## config.mk

```make
export PLATFORM = sky130hd
export DESIGN_NAME = ocp_burst_master
export DESIGN_NICKNAME = d
export VERILOG_FILES = /design/src/rtl/ocp_burst_master.sv
export SDC_FILE = /design/constraint.sdc
export NUM_CORES = 1
export LEC_CHECK = 0
export ABC_AREA = 1
export BUFFER_PORTS_ARGS = -buffer_cell sky130_fd_sc_hd__buf_2
export CAP_MARGIN = 20
export CORE_UTILIZATION = 48
export DETAILED_ROUTE_END_ITERATION = 16
export PLACE_DENSITY = 0.82
export RECOVER_POWER = 50
export SKIP_CTS_REPAIR_TIMING = 1
export SYNTH_ARGS = -nofsm -noshare
export SYNTH_HDL_FRONTEND = slang
export SYNTH_SLANG_ARGS = --single-unit
```

## constraint.sdc

```tcl
create_clock -name Clk -period 2 [get_ports Clk]
set_input_delay 0.1 -clock Clk [delete_from_list [all_inputs] [get_ports Clk]]
set_output_delay 0.1 -clock Clk [all_outputs]
set_load 0.1 [all_outputs]
```

## src/rtl/ocp_burst_master.sv

```systemverilog
// OCP burst master: turns bridge-side burst requests into precise INCR OCP bursts.
// Writes are posted; reads forward each response beat to the bridge with error tracking.
module ocp_burst_master #(
    parameter int ADDR_WDTH  = 64,
    parameter int DATA_WDTH  = 8,
    parameter int BURST_WDTH = 8
) (
    input  logic                  Clk,
    input  logic                  reset_n,
    input  logic                  req_valid,
    output logic                  req_ready,
    input  logic                  req_write,
    input  logic [ADDR_WDTH-1:0]  req_addr,
    input  logic [BURST_WDTH-1:0] req_len,
    input  logic                  wr_data_valid,
    input  logic [DATA_WDTH-1:0]  wr_data,
    output logic                  wr_data_ready,
    output logic                  rd_data_valid,
    output logic [DATA_WDTH-1:0]  rd_data,
    input  logic                  rd_ready,
    output logic                  done,
    output logic                  err,
    output logic [ADDR_WDTH-1:0]  MAddr,
    output logic [2:0]            MCmd,
    output logic [BURST_WDTH-1:0] MBurstLength,
    output logic [DATA_WDTH-1:0]  MData,
    output logic                  MDataValid,
    output logic                  MDataLast,
    output logic                  MRespAccept,
    input  logic                  SCmdAccept,
    input  logic                  SDataAccept,
    input  logic [DATA_WDTH-1:0]  SData,
    input  logic [1:0]            SResp,
    input  logic                  SRespLast
);

    localparam logic [2:0] CMD_IDLE = 3'b000;
    localparam logic [2:0] CMD_WR   = 3'b001;
    localparam logic [2:0] CMD_RD   = 3'b010;
    localparam logic [1:0] RESP_NULL = 2'b00;
    localparam logic [BURST_WDTH-1:0] ONE = BURST_WDTH'(1);

    typedef enum logic [2:0] {
        IDLE,
        WR_REQ,
        WR_DATA,
        RD_REQ,
        RD_RESP,
        DONE
    } state_t;

    state_t                state_q, state_d;
    logic [BURST_WDTH-1:0] cnt_q, cnt_d;
    logic                  err_flag_q, err_flag_d;
    logic [ADDR_WDTH-1:0]  maddr_d;
    logic [2:0]            mcmd_d;
    logic [BURST_WDTH-1:0] mlen_d;
    logic [DATA_WDTH-1:0]  mdata_d;
    logic                  mvalid_d;
    logic                  mlast_d;
    logic                  done_d;
    logic                  err_d;
    logic                  last_idx;

    // MBurstLength doubles as the latched burst length for the whole transaction.
    assign last_idx = (cnt_q == MBurstLength - ONE);
    assign rd_data  = SData;

    always_comb begin
        state_d       = state_q;
        cnt_d         = cnt_q;
        err_flag_d    = err_flag_q;
        maddr_d       = MAddr;
        mcmd_d        = MCmd;
        mlen_d        = MBurstLength;
        mdata_d       = MData;
        mvalid_d      = MDataValid;
        mlast_d       = MDataLast;
        req_ready     = 1'b0;
        wr_data_ready = 1'b0;
        rd_data_valid = 1'b0;
        MRespAccept   = 1'b0;

        case (state_q)
            IDLE: begin
                req_ready = 1'b1;
                if (req_valid) begin
                    if (req_len != '0) begin
                        maddr_d    = req_addr;
                        mlen_d     = req_len;
                        cnt_d      = '0;
                        err_flag_d = 1'b0;
                        mcmd_d     = req_write ? CMD_WR : CMD_RD;
                        state_d    = req_write ? WR_REQ : RD_REQ;
                    end else begin
                        err_flag_d = 1'b1;
                        state_d    = DONE;
                    end
                end
            end

            WR_REQ: begin
                if (SCmdAccept) begin
                    mcmd_d  = CMD_IDLE;
                    state_d = WR_DATA;
                end
            end

            WR_DATA: begin
                // Stop pulling beats once len have been taken; the last one may still be in MData.
                wr_data_ready = (cnt_q != MBurstLength) && (!MDataValid || SDataAccept);
                if (MDataValid && SDataAccept) begin
                    mvalid_d = 1'b0;
                    mlast_d  = 1'b0;
                    if (MDataLast) begin
                        state_d = DONE;
                    end
                end
                if (wr_data_valid && wr_data_ready) begin
                    mdata_d  = wr_data;
                    mvalid_d = 1'b1;
                    mlast_d  = last_idx;
                    cnt_d    = cnt_q + ONE;
                end
            end

            RD_REQ: begin
                if (SCmdAccept) begin
                    mcmd_d  = CMD_IDLE;
                    state_d = RD_RESP;
                end
            end

            RD_RESP: begin
                MRespAccept   = rd_ready;
                rd_data_valid = (SResp != RESP_NULL);
                if (rd_data_valid && rd_ready) begin
                    cnt_d = cnt_q + ONE;
                    if (SResp[1] || (SRespLast != last_idx)) begin
                        err_flag_d = 1'b1;
                    end
                    if (last_idx) begin
                        state_d = DONE;
                    end
                end
            end

            DONE: begin
                state_d = IDLE;
            end

            default: begin
                state_d = IDLE;
            end
        endcase

        done_d = (state_d == DONE);
        err_d  = (state_d == DONE) && err_flag_d;
    end

    always_ff @(posedge Clk or negedge reset_n) begin
        if (!reset_n) begin
            state_q      <= IDLE;
            cnt_q        <= '0;
            err_flag_q   <= 1'b0;
            MAddr        <= '0;
            MCmd         <= CMD_IDLE;
            MBurstLength <= '0;
            MData        <= '0;
            MDataValid   <= 1'b0;
            MDataLast    <= 1'b0;
            done         <= 1'b0;
            err          <= 1'b0;
        end else begin
            state_q      <= state_d;
            cnt_q        <= cnt_d;
            err_flag_q   <= err_flag_d;
            MAddr        <= maddr_d;
            MCmd         <= mcmd_d;
            MBurstLength <= mlen_d;
            MData        <= mdata_d;
            MDataValid   <= mvalid_d;
            MDataLast    <= mlast_d;
            done         <= done_d;
            err          <= err_d;
        end
    end

endmodule
```

---- Word-level counts from Yosys, hierarchy flattened ----
Index checks and enable logic that the tools add are counted.
W data, S select, Z words.
operators by class
  add/subtract/negate cells ............... 2
  equal/unequal tests ..................... 13
  muxes and demuxes ....................... 32
  reductions and logical operators ........ 20
operators with widths
  cell                   count
  $mux W3                11
  $mux W8                4
  $pmux W8 S3            1
  $pmux W3 S5            1
  $mux W1                11
  $add A8 B1 Y8 const B  1
  $eq A8 B8 Y1           1
  $ne A2 B2 Y1 const B   4
  $ne A8 B8 Y1           1
  $reduce_bool A8 Y1     1
  $sub A8 B1 Y8 const B  1
  $eq A3 B2 Y1 const B   2
  $eq A3 B3 Y1 const B   2
  $pmux W3 S2            1
  $reduce_bool A2 Y1     3
  $logic_and A1 B1 Y1    5
  $reduce_and A5 Y1      1
  $mux W2                2
  $reduce_and A2 Y1      2
  $reduce_and A4 Y1      1
  $eq A3 B1 Y1 const B   1
  $logic_not A3 Y1       1
  $reduce_and A3 Y1      1
  $reduce_bool A3 Y1     1
  6 further kinds        7
storage, ports and cells
  input port bits ......................... 99
  flip-flop bits (word level) ............. 99
  word-level logic and storage cells ...... 78

---- Depth between registers and ports, before layout ----
  word-level depth ........................ 8
  depth in mapped cells ................... 15

---- Least setup slack after synthesis ----
No wires, ideal clock.
  kind .................................... reg-to-output
  start ................................... register MBurstLength[6]
  end ..................................... output port wr_data_ready
  buffers on the path ..................... 0
  path slack .............................. -0.848 ns
  stages on the path, launching flop included .. 6
  data arrival time ....................... 2.748 ns
  cell sequence ........................... dfrtp_1 -> xor2_1 -> nor2_1 -> nand4_2 -> o21ai_0 -> nor2_1
on the way
  longest elaborated chain between the ends .. 3
RTL lines
  what                    line  source
  start, declared         25    output logic [BURST_WDTH-1:0] MBurstLength,
  start signal, assigned  180   MBurstLength <= mlen_d;
  $ne A8 B8 Y1            111   wr_data_ready = (cnt_q != MBurstLength) && (!MDataValid || SDataAccept);
  $logic_and A1 B1 Y1     111
  $mux W1                 84    case (state_q)
  end, declared           17    output logic wr_data_ready,
No other way between the ends.

---- Worst setup path after layout ----
  start ................................... register cnt_q[6]
  end ..................................... output port wr_data_ready
on the way
  longest elaborated chain between the ends .. 3
RTL lines
  what                    line  source
  start, declared         53    logic [BURST_WDTH-1:0] cnt_q, cnt_d;
  start signal, assigned  176   cnt_q <= cnt_d;
  $ne A8 B8 Y1            111
  $logic_and A1 B1 Y1     111
  $mux W1                 84
No other way between the ends.

==> results.py <==
metrics = {
    "job": {
        "drv_cap": 0,
    },
    "worst_setup_path": {
        "criticalPathCategory": "reg2out",
        "crit_path_end_kind": "output port",
        "path_cells": "xor2_1 > nor2_1 > nand4_2 > o21ai_0 > nor2_4 > buf_12",
        "worst_path_largest_cell_delay_ns": 0.45,
        "crit_required_ns": 1.90,
        "worst_setup_path_start_kind": "register",
        "cp_top_family": "flip-flops",
        "worst_path_max_delay_cell": "dfrtp_1",
        "buffers_and_inverters_on_the_worst_path": 1,
        "critical_path_arrival_ns": 1.78,
        "timing.critical_path.fanout_max": 4,
    },
    "timing": {
        "report.final.slew_viol_count": 0,
        "worst_slack_on_hold_paths_ns": 0.006042,
        "max_freq_mhz": 532.6,
        "hold_viol_final": 0,
        "timing_worst_slew_pin_value_ns": 1.202,
        "fin_crit_ns": 1.877,
        "setup-violations-final": 0,
        "setup_repair_after_global_routing_missed_its_margin": "false",
        "setup_total_negative_slack_ns": 0,
        "max_clock_skew_ns": 0.01141,
        "slew-limit-headroom_pct": 20.20,
        "min_period_over_period_pct": 93.87,
    },
    "clock_tree": {
        "clock_insertion_delay_worst_skew_ns": 0.37,
        "cts.sinks": 98,
        "ctsLongestPathBuffers": 2,
        "cts_inserted_buffers": 9,
        "h-tree-depth": 3,
        "clock_tree.root_cell": "clkbuf_8",
        "clk_pin_slew_ns": 0.09,
        "tritoncts": "done",
    },
    "layout": {
        "design.final.nets": 923,
        "final_cell_mix": "nand2_1 (293), buf_2 (137), dfrtp_1 (88), dlygate4sd3_1 (80), clkbuf_1 (41)",
        "mostFrequentLayoutCell": "nand2_1",
        "antenna_cells_inserted": 0,
        "area_delta_synth_final_pct": 42.71,
        "layout-drive-gt1-share_pct": 25.63,
    },
    "drt": {
        "detail_route.first_pass.iterations": 7,
        "remaining_drc_errors": 0,
        "vias": 4662,
        "routed_wl_mm": 14.06,
        "ant_nets": 0,
        "vias_per_cell": 4.877,
        "drt-initial-drc-count": 168,
        "drt-wirelength-per-cell_um": 14.71,
    },
    "yosys": {
        "synth.avg_cell_area_sq_um": 7.994,
        "postSynth.topFlopCell": "dfrtp_1",
        "synth.distinct_cells": 32,
        "seq_area_frac_synth_pct": 53.73,
        "syn-cell-area_sq_um": 4564,
        "syn_inst": 571,
        "synth_warnings": 0,
        "synth-edff-count": 0,
        "async_reset_ff_share_pct": 100.0,
        "postSynthNetCount": 672,
        "ys_ff_latch": 98,
    },
    "grt": {
        "first_global_vias": 4006,
        "grt_use_total_pct": 24.06,
        "globalRouteOverflowTotal": 0,
        "largest_net_degree_at_the_start_of_global_routing": 66,
        "wire_length_of_the_first_global_routing_pass_mm": 18.69,
        "antenna_found_initial": 0,
    },
    "hold_path": {
        "timing.hold.worst.class": "in2reg",
    },
    "die": {
        "floorplan.die_area_sq_um": 9903,
        "die_w_um": 99.52,
        "floorplan.io_pins": 198,
        "row_count": 35,
        "core-area_sq_um": 9240,
        "floorplan.initialDensity_pct": 49.40,
        "die-height_um": 99.52,
    },
    "placement": {
        "placement.io_buffers": 180,
        "post-dp-hpwl_mm": 8.381,
        "place_congestion": 0.8667,
    },
    "outcome": {
        "outcome": "finished clean",
    },
}
## layer usage
layer | wire length, um | part of all wire [%] | GRT usage, %
met5 | 0 | 0 | 0
met2 | 7071 | 50 | 38.68
met3 | 1061 | 7.5 | 6.887
met4 | 310 | 2.2 | 9.276
met1 | 5619 | 40 | 30.95
## synth_stat cells (2+ instances only)
| cell | instances | area (sq um) |
|---|---|---|
| nand3_1 | 16 | 80.08 |
| inv_2 | 10 | 37.54 |
| a21oi_1 | 3 | 15.01 |
| nand2_2 | 5 | 31.28 |
| nor2_1 | 28 | 105.1 |
| nor2_4 | 3 | 33.78 |
| nand2_1 | 293 | 1100 |
| nor2_2 | 3 | 18.77 |
| ha_1 | 2 | 25.02 |
| a21oi_2 | 2 | 17.52 |
| clkbuf_1 | 6 | 22.52 |
| o21ai_0 | 5 | 25.02 |
| o21ai_1 | 12 | 60.06 |
| o21ai_2 | 8 | 70.07 |
| buf_2 | 7 | 35.03 |
| nand4_1 | 4 | 25.02 |
| xnor2_1 | 4 | 35.03 |
| buf_4 | 14 | 105.1 |
| inv_1 | 30 | 112.6 |
| nor3_2 | 2 | 20.02 |
| xor2_1 | 6 | 52.55 |
| dfrtp_1 | 98 | 2452 |
## worst paths after layout
| path | start | cells past startpoint | slack [ns] | endpoint |
|---|---|---|---|---|
| max in group asynchronous | reset_n | 3 | 0.51 | MBurstLength[1] |
| min in group asynchronous | reset_n | 2 | 0.32 | MAddr[25] |
| max | cnt_q[6] | 6 | 0.12 | wr_data_ready |
| min reg2reg | MAddr[23] | 2 | 0.48 | MAddr[23] |
| min | req_len[5] | 3 | 0.006 | MBurstLength[5] |
| max reg2reg | state_q[2] | 8 | 0.17 | cnt_q[2] |
## sequential cells by signal (all words and copies together), names as in the netlist
name	cells
MData	8
MAddr	64
MBurstLength	8
err	1
done	1
state_q	3
cnt_q	8
MCmd	2
err_flag_q	1
MDataLast	1
MDataValid	1
## cell families after synthesis
group                      count (synthesis)  share of synthesized area, %
adders and majority gates                  2                        0.5482
xor gates and xnor gates                  10                         1.919
AOI/OAI and AO/OA                         34                         4.880
other                                      1                       0.08216
buffers and inverters                     69                         7.237
DFF                                       98                         53.73
and+or+nand+nor                          357                         31.61
## per-stage QoR
stage                     cells  setup slack [ns]  utilization [%]  cell area [sq um]
after floorplan             571           -0.1221                -               4582
after detailed placement    860            0.1822            60.58               5598
after global placement      860            0.2644            60.58               5598
final                       956            0.1225            70.49               6514
after CTS                   876           0.08457            62.51               5776
after global routing        956          0.003145            70.49               6514
## tightest hold or removal path: cells and delay by family
family | cells | cell delay (ns)
buffers and inverters | 1 | 0.11
AO/OA/AOI/OAI | 1 | 0.06
AND/OR/NAND/NOR | 1 | 0.06
## cell type report
| type | count | area (sq um) |
|---|---|---|
| Clock inverter | 6 | 50.05 |
| Tap cell | 129 | 161.4 |
| Inverter | 41 | 156.4 |
| Timing Repair Buffer | 268 | 1764 |
| Clock buffer | 10 | 127.6 |
| Sequential cell | 98 | 2465 |
| Fill cell | 669 | 2726 |
| Multi-Input combinational cell | 404 | 1789 |
Power is not shown: default switching activity piles up to over one toggle a cycle in this logic, so the estimate is an artifact.
